<file path="src/rtl/vc_fifo_if.sv">
// Link bundle between the upstream router, the multi-VC input buffer and the input controller.
// master = traffic source/sink side (router link + input controller), slave = the buffer.
interface vc_fifo_if #(
  parameter int packetwidth  = 55,
  parameter int addressWidth = 3,
  parameter int numVC        = 4,
  parameter int vcWidth      = 2
);
  logic                              reqUpStr;
  logic [vcWidth-1:0]                vcIn;
  logic [packetwidth-1:0]            PacketIn;
  logic                              gntUpStr;
  logic                              reqInCtr;
  logic [vcWidth-1:0]                vcOut;
  logic                              gntInCtr;
  logic [packetwidth-1:0]            PacketOut;
  logic [numVC-1:0]                  full;
  logic [numVC-1:0]                  empty;
  logic [numVC*(addressWidth+1)-1:0] count;

  modport master (
    output reqUpStr, vcIn, PacketIn, reqInCtr, vcOut,
    input  gntUpStr, gntInCtr, PacketOut, full, empty, count
  );

  modport slave (
    input  reqUpStr, vcIn, PacketIn, reqInCtr, vcOut,
    output gntUpStr, gntInCtr, PacketOut, full, empty, count
  );
endinterface

</file>
<file path="src/rtl/vc_fifo.sv">
// Multi-VC input buffer: numVC circular queues share one packet RAM; grants and PacketOut arrive one cycle after the request.
// Backpressure: a full or out-of-range VC is simply not granted; upstream must drop reqUpStr between packets.
module vc_fifo #(
  parameter int packetwidth  = 55,
  parameter int addressWidth = 3,
  parameter int numVC        = 4,
  parameter int vcWidth      = 2
) (
  input logic      clk,
  input logic      reset,
  vc_fifo_if.slave bus
);
  localparam int DEPTH = 1 << addressWidth;
  localparam int CW    = addressWidth + 1;
  localparam int AW    = $clog2(numVC * DEPTH);
  localparam logic [CW-1:0] FULL_CNT = CW'(DEPTH);

  logic [packetwidth-1:0]  mem    [numVC*DEPTH];
  logic [addressWidth-1:0] wr_ptr [numVC];
  logic [addressWidth-1:0] rd_ptr [numVC];
  logic [CW-1:0]           cnt    [numVC];

  logic                    enable_gnt;
  logic                    gnt_up;
  logic                    gnt_in;
  logic [packetwidth-1:0]  pkt_out;

  logic                    sel_full;
  logic                    sel_empty;
  logic [addressWidth-1:0] sel_wr_ptr;
  logic [addressWidth-1:0] sel_rd_ptr;
  logic                    wr_ok;
  logic                    rd_ok;
  logic [AW-1:0]           wr_addr;
  logic [AW-1:0]           rd_addr;
  logic [numVC-1:0]        wr_hit;
  logic [numVC-1:0]        rd_hit;
  logic [numVC-1:0]        full_v;
  logic [numVC-1:0]        empty_v;

  for (genvar i = 0; i < numVC; i++) begin : g_flags
    assign full_v[i]  = (cnt[i] == FULL_CNT);
    assign empty_v[i] = (cnt[i] == '0);
    assign wr_hit[i]  = wr_ok && (bus.vcIn == vcWidth'(i));
    assign rd_hit[i]  = rd_ok && (bus.vcOut == vcWidth'(i));
  end

  // Defaults of full/empty = 1 make an index >= numVC match nothing, so it is never granted.
  always_comb begin
    sel_full   = 1'b1;
    sel_empty  = 1'b1;
    sel_wr_ptr = '0;
    sel_rd_ptr = '0;
    for (int i = 0; i < numVC; i++) begin
      if (bus.vcIn == vcWidth'(i)) begin
        sel_full   = full_v[i];
        sel_wr_ptr = wr_ptr[i];
      end
      if (bus.vcOut == vcWidth'(i)) begin
        sel_empty  = empty_v[i];
        sel_rd_ptr = rd_ptr[i];
      end
    end
  end

  assign wr_ok   = bus.reqUpStr && enable_gnt && !sel_full;
  assign rd_ok   = bus.reqInCtr && !sel_empty;
  assign wr_addr = AW'({bus.vcIn, sel_wr_ptr});
  assign rd_addr = AW'({bus.vcOut, sel_rd_ptr});

  always_ff @(posedge clk) begin
    if (wr_ok) mem[wr_addr] <= bus.PacketIn;
  end

  always_ff @(posedge clk or posedge reset) begin
    if (reset) begin
      gnt_up     <= 1'b0;
      gnt_in     <= 1'b0;
      pkt_out    <= '0;
      enable_gnt <= 1'b1;
      for (int i = 0; i < numVC; i++) begin
        wr_ptr[i] <= '0;
        rd_ptr[i] <= '0;
        cnt[i]    <= '0;
      end
    end else begin
      gnt_up <= wr_ok;
      gnt_in <= rd_ok;
      if (rd_ok) pkt_out <= mem[rd_addr];
      // One grant per request assertion: re-armed only by a cycle with the request low.
      if (!bus.reqUpStr) enable_gnt <= 1'b1;
      else if (wr_ok)    enable_gnt <= 1'b0;
      for (int i = 0; i < numVC; i++) begin
        if (wr_hit[i]) wr_ptr[i] <= wr_ptr[i] + addressWidth'(1);
        if (rd_hit[i]) rd_ptr[i] <= rd_ptr[i] + addressWidth'(1);
        if (wr_hit[i] && !rd_hit[i])      cnt[i] <= cnt[i] + CW'(1);
        else if (!wr_hit[i] && rd_hit[i]) cnt[i] <= cnt[i] - CW'(1);
      end
    end
  end

  always_comb begin
    bus.count = '0;
    for (int i = 0; i < numVC; i++) bus.count[i*CW +: CW] = cnt[i];
  end

  assign bus.gntUpStr  = gnt_up;
  assign bus.gntInCtr  = gnt_in;
  assign bus.PacketOut = pkt_out;
  assign bus.full      = full_v;
  assign bus.empty     = empty_v;
endmodule
</file>
<file path="src/flat_wrapper.sv">
// flat-port wrapper written by rule: the top's interface ports become plain ports
module vc_fifo_flat 
#(
  parameter int packetwidth  = 55,
  parameter int addressWidth = 3,
  parameter int numVC        = 4,
  parameter int vcWidth      = 2
)
  (clk, reset, bus_reqUpStr, bus_vcIn, bus_PacketIn, bus_reqInCtr, bus_vcOut, bus_gntUpStr, bus_gntInCtr, bus_PacketOut, bus_full, bus_empty, bus_count);
  vc_fifo_if #(.packetwidth(packetwidth), .addressWidth(addressWidth), .numVC(numVC), .vcWidth(vcWidth)) bus_i ();
  input logic clk;
  input logic reset;
  input wire logic [$bits(bus_i.reqUpStr)-1:0] bus_reqUpStr;
  input wire logic [$bits(bus_i.vcIn)-1:0] bus_vcIn;
  input wire logic [$bits(bus_i.PacketIn)-1:0] bus_PacketIn;
  input wire logic [$bits(bus_i.reqInCtr)-1:0] bus_reqInCtr;
  input wire logic [$bits(bus_i.vcOut)-1:0] bus_vcOut;
  output wire logic [$bits(bus_i.gntUpStr)-1:0] bus_gntUpStr;
  output wire logic [$bits(bus_i.gntInCtr)-1:0] bus_gntInCtr;
  output wire logic [$bits(bus_i.PacketOut)-1:0] bus_PacketOut;
  output wire logic [$bits(bus_i.full)-1:0] bus_full;
  output wire logic [$bits(bus_i.empty)-1:0] bus_empty;
  output wire logic [$bits(bus_i.count)-1:0] bus_count;
  assign bus_i.reqUpStr = bus_reqUpStr;
  assign bus_i.vcIn = bus_vcIn;
  assign bus_i.PacketIn = bus_PacketIn;
  assign bus_i.reqInCtr = bus_reqInCtr;
  assign bus_i.vcOut = bus_vcOut;
  assign bus_gntUpStr = bus_i.gntUpStr;
  assign bus_gntInCtr = bus_i.gntInCtr;
  assign bus_PacketOut = bus_i.PacketOut;
  assign bus_full = bus_i.full;
  assign bus_empty = bus_i.empty;
  assign bus_count = bus_i.count;
  vc_fifo #(.packetwidth(packetwidth), .addressWidth(addressWidth), .numVC(numVC), .vcWidth(vcWidth)) u_core (.clk(clk), .reset(reset), .bus(bus_i));
endmodule
</file>
<file path="config.mk">
export PLATFORM = sky130hd
export DESIGN_NAME = vc_fifo_flat
export DESIGN_NICKNAME = d
export VERILOG_FILES = /design/src/rtl/vc_fifo_if.sv /design/src/rtl/vc_fifo.sv /design/src/flat_wrapper.sv
export SDC_FILE = /design/constraint.sdc
export NUM_CORES = 2
export LEC_CHECK = 0
export CORE_MARGIN = 2
export CORE_UTILIZATION = 50
export DETAILED_ROUTE_END_ITERATION = 8
export PLACE_DENSITY_LB_ADDON = 0.2
export SYNTH_ARGS = -nofsm -noshare
export SYNTH_HDL_FRONTEND = slang
export SYNTH_SLANG_ARGS = --single-unit
</file>
<file path="constraint.sdc">
create_clock -name clk -period 7.2 [get_ports clk]
set_input_delay 2.16 -clock clk [delete_from_list [all_inputs] [get_ports clk]]
set_output_delay 2.16 -clock clk [all_outputs]
set_load 0.005 [all_outputs]
</file>
Yosys cells after proc, flatten, opt, wreduce, memory -nomap -nowiden
Memory sizes are Yosys's and may differ from the RTL's. A register that Yosys moved wholly into a read port is not among the register bits. Cells that the tools add are included. W data, S select, Z words.

Multiplexer cells: 28. Equality and inequality tests: 11. $add $sub $neg: 16. Reductions and logical operators: 39.

Operators by type and width (number): $mux W4 (8); $add A3 B1 Y3 const B (8); $mux W3 (8); $logic_and A1 B1 Y1 (19); $add A4 B1 Y4 const B (4); $eq A4 B4 Y1 const B (4); $logic_not A4 Y1 (4); $sub A4 B1 Y4 const B (4); $mux W1 (12); $logic_not A1 Y1 (10); $eq A2 B2 Y1 const B (4); $reduce_bool A2 Y1 (4); $eq A2 B1 Y1 const B (2); $logic_not A2 Y1 (2); $ne A2 B1 Y1 const B (1).

Memories: 1. RAM bits: 1760. Output and inout port bits: 81. Register bits: 43.

Memories: u_core.mem (words 32, bits a word 55, rd ports 1, clocked after memory_dff 1, write ports 1, RTL line vc_fifo.sv:18) `logic [packetwidth-1:0] mem [numVC*DEPTH];`.

Depth between registers and ports, before layout
Depth in word-level cells: 12. Gate-level depth with buffers: 15. Gate-level depth less buffers: 13.

Worst setup path before layout
Ideal clock, no wire load.

Kind: input to register. Start: input bus_vcIn[0]. End: memory u_core.mem[12][0] (enable). Arrival: 5.720 ns. Slack: 1.011 ns. Stages: 5. Library setup time: 0.468 ns. Data required time: 6.732 ns. Cells stage by stage: mux4_2 -> nand3b_4 -> or3_1 -> clkbuf_1 -> nor2_1.

Longest elaborated chain between the ends: 9.

RTL lines: start: declaration (RTL line flat_wrapper.sv:14) `input wire logic [$bits(bus_i.vcIn)-1:0] bus_vcIn;`; $logic_not A2 Y1 (RTL line vc_fifo.sv:55) `if (bus.vcIn == vcWidth'(i)) begin`; $mux W1 (4 in series) (RTL line vc_fifo.sv:55); $logic_not A1 Y1 (RTL line vc_fifo.sv:66) `assign wr_ok = bus.reqUpStr && enable_gnt && !sel_full;`; $logic_and A1 B1 Y1 (RTL line vc_fifo.sv:66); $mux W1 (RTL line vc_fifo.sv:72) `if (wr_ok) mem[wr_addr] <= bus.PacketIn;`; $mux W1 (implied by the code) (RTL line vc_fifo.sv:72); end: declaration (RTL line vc_fifo.sv:18).

Several ways; a longest one is shown, not always the timed one.

Final worst setup path
Start: input bus_vcIn[0]. End: memory u_core.mem[16][43] (enable).

Same word-level chain as after synthesis.

==> out/results.ini <==
[logic_synthesis]
synth_top_area_frac = 0.720
syn_avg_cell_area_sq_um = 16.7
ys_seq_elements = 1858
synth-main-ff-cell = edfxtp_1
synthArstFlopShare = 0.0527
netlist_area_sq_mm = 0.0734
yosys.area.top_type = edfxtp_1
syn_nets = 4485
ys_seq_area_frac = 0.753
synth_common_cells = 1760 x edfxtp_1, 493 x nand2_1, 388 x mux2_2, 279 x mux2i_1, 220 x o22ai_1
synth-edff-count = 1760
synthTopCellsByArea = edfxtp_1 72%, mux2_2 5.9%, mux2i_1 3.8%
synth_most_common_cell = edfxtp_1
yosys_warnings = 0
ys_types = 52
synthCells = 4398

[timing]
final.period_utilization = 0.717
max_freq_mhz = 194
setup_tns_ns = 0
final_hold_viol_count = 0
setup_viol = 0
drv_slew = 0
relSlewSlack = 0.132
fin_skew_ns = 0.0209
finalCriticalPeriod_ns = 5.16
setup_ws_ns = 2.04
tightest_slew_ns = 1.30
grt_setup_unrepaired = no

[clock_tree]
cts_tree = built
cts_sinks = 1858
cts_hold_buf = 0
h-tree-depth = 4
insertion_delay_ns = 0.82
clockBufferDepth = 3
cts.clk_slew.worst_paths_ns = 0.06
cts_made_buffers = 187
cts_resized = 0
postCtsSetupBuffers = 0
cts_root_buf = clkbuf_16

[worst_setup_path]
critPathTopFamily = simple AND/OR/NAND/NOR gates
critical_path.max_fanout = 15
startpoint_type = input pin
worstPathRequired_ns = 7.69
path_class = in2reg
crit_chain = clkdlybuf4s50_1 > mux4_2 > nand3b_4 > or3_1 > nor2_4 > buf_4
worst_path_largest_cell_delay_ns = 0.80
crit_buf_inv = 2
cp_slowest_cell = clkdlybuf4s50_1
critPathCaptureType = flip-flop
arrival_ns = 5.66

[cells_and_area]
nFillCells = 11100
drive_gt1_frac = 0.180
instances_no_fill = 6650
nNetsFinal = 4660
area_growth_pct = 13.8
antenna_cells = 0
multi_input_comb_area_sq_mm = 0.0169
seqCellArea_sq_mm = 0.0553

[power]
power.density_mw_per_mm2 = 377
p_sw_frac = 0.321
clkPwrFrac = 0.303
p_int_mw = 21.4
power_frac_comb = 0.292
netSwitchingPower_mw = 10.1
p_leak_nw = 27.7
ir_worst_vdd_uv = 526
seqPwrFrac = 0.405

[detailed_routing]
viasPerCell = 6.20
totalWireLength_um = 197000
initialDrtViolationCount = 4441
dr.pass1.iters = 5
route.met3.wl_um = 15500
dr.max_layer_used = met4
via_count = 41200
met1_length_um = 83900
drc = 0
avgRoutedWirePerCell_um = 29.6
dr_wl_met2_um = 93300
ant_nets = 0

[global_route]
grt_max_degree = 156
grt_remaining_overflow = 0
grt_pass1_wl_um = 284000
antenna_found_initial = 0
first_global_vias = 40800
grt_usage = 0.259

[placed_design]
port_buffers = 143
placed_cells = 6301
hpwl_um = 101000
gp_congestion = 0.768
dp_slack_ns = 1.24

[die]
die_x_um = 387
rows = 140
core_area_sq_mm = 0.146
num_io_pins = 144
die_h_um = 387
dieArea_sq_mm = 0.150
start_util = 0.504

[run_status]
status = finished, final reports clean

[min_path]
min_path_type = reg2reg

[run]
max_cap_violations = 0

==> kinds of logic after synthesis <==
logic type | synth area share
DFF | 0.753
adders and majority gates | 0.00450
xor gates and xnor gates | 0.00382
AOI/OAI and AO/OA | 0.0750
buffers and inverters | 0.0217
muxes | 0.101
and+or+nand+nor | 0.0407
==> power groups by stage <==
stage | clock network [mW] | registers, mW | logic, mW
floorplan | 0 | 12.8 | 6.05
global placement | 0 | 13.0 | 9.07
detailed placement | 0 | 13.0 | 9.14
CTS | 9.68 | 12.8 | 9.17
global route | 10.1 | 12.8 | 9.76
finish | 9.56 | 12.8 | 9.20
==> cell type report <==
class,count,area share
flip-flops and latches,1858,0.662
inverters,10,0.000509
clock buffers,260,0.0623
well taps,1917,0.0287
repair buffers,271,0.0339
clock inverters,89,0.0102
multi-input cells,2245,0.202
==> layout by cell type (no fill, tap or decap), types with 35 or more instances in the layout <==
| cell type | synthesis | final |
|---|---|---|
| buf_4 | 17 | 94 |
| clkinv_2 | 0 | 35 |
| nor2b_1 | 45 | 45 |
| o32ai_1 | 55 | 55 |
| clkdlybuf4s50_1 | 0 | 141 |
| o211ai_1 | 55 | 55 |
| buf_12 | 1 | 35 |
| a31oi_1 | 65 | 65 |
| nor2_1 | 153 | 120 |
| mux2_2 | 388 | 385 |
| o22ai_1 | 220 | 220 |
| o31ai_1 | 100 | 100 |
| clkbuf_1 | 122 | 51 |
| a311oi_1 | 45 | 45 |
| a21o_1 | 59 | 59 |
| dfrtp_1 | 97 | 97 |
| edfxtp_1 | 1760 | 1760 |
| a211oi_1 | 55 | 55 |
| o311ai_1 | 45 | 45 |
| mux2i_1 | 279 | 277 |
| clkbuf_16 | 0 | 190 |
| nand2_1 | 493 | 493 |
| a21oi_1 | 59 | 59 |
==> state kept, by name, indices dropped and copies added (netlist names) <==
name                  cells
u_core.mem             1760
u_core.wr_ptr            12
u_core.bus.PacketOut     55
u_core.bus.count         16
u_core.enable_gnt         1
u_core.rd_ptr            12
u_core.bus.gntInCtr       1
u_core.bus.gntUpStr       1
==> worst min-delay path, stage by stage, from the launching register on <==
cell     delay (ns)
dfstp_2        0.38
nand2_1        0.05
nand2_1        0.04
==> worst paths after layout <==
kind | cells after the start | start | to | slack (ns)
max reg2reg | 13 | u_core.bus.count[0]$_DFFE_PP0P_ | u_core.bus.count[7]$_DFFE_PP0P_ | 3.34
max in group asynchronous | 3 | reset | u_core.bus.PacketOut[53]$_DFFE_PP0N_ | 4.03
min in group asynchronous | 2 | reset | u_core.bus.PacketOut[8]$_DFFE_PP0N_ | 1.90
max | 6 | bus_vcIn[0] | u_core.mem[16][43]$_DFFE_PP_ | 2.04
min reg2reg | 2 | u_core.enable_gnt$_DFFE_PP1P_ | u_core.enable_gnt$_DFFE_PP1P_ | 0.48
min | 2 | u_core.enable_gnt$_DFFE_PP1P_ | u_core.enable_gnt$_DFFE_PP1P_ | 0.48
==> layer usage <==
layer,up-vias,track usage
li1,17600,-
met1,21400,0.377
met2,1854,0.414
met3,275,0.0398
met4,0,0.0628
met5,-,0
==> stage by stage <==
step	power, mW	hold slack, ns	area (sq um)	util
3_5_place_dp	22.1	0.467	77500	0.532
3_3_place_gp	22.1	0.462	77500	0.532
4_1_cts	31.6	0.475	83500	0.573
6_report	31.5	0.478	83500	0.573
2_1_floorplan	18.9	0.440	73400	-
5_1_grt	32.7	0.503	83500	0.573
No activity file was read; power rests on OpenSTA's default activity.
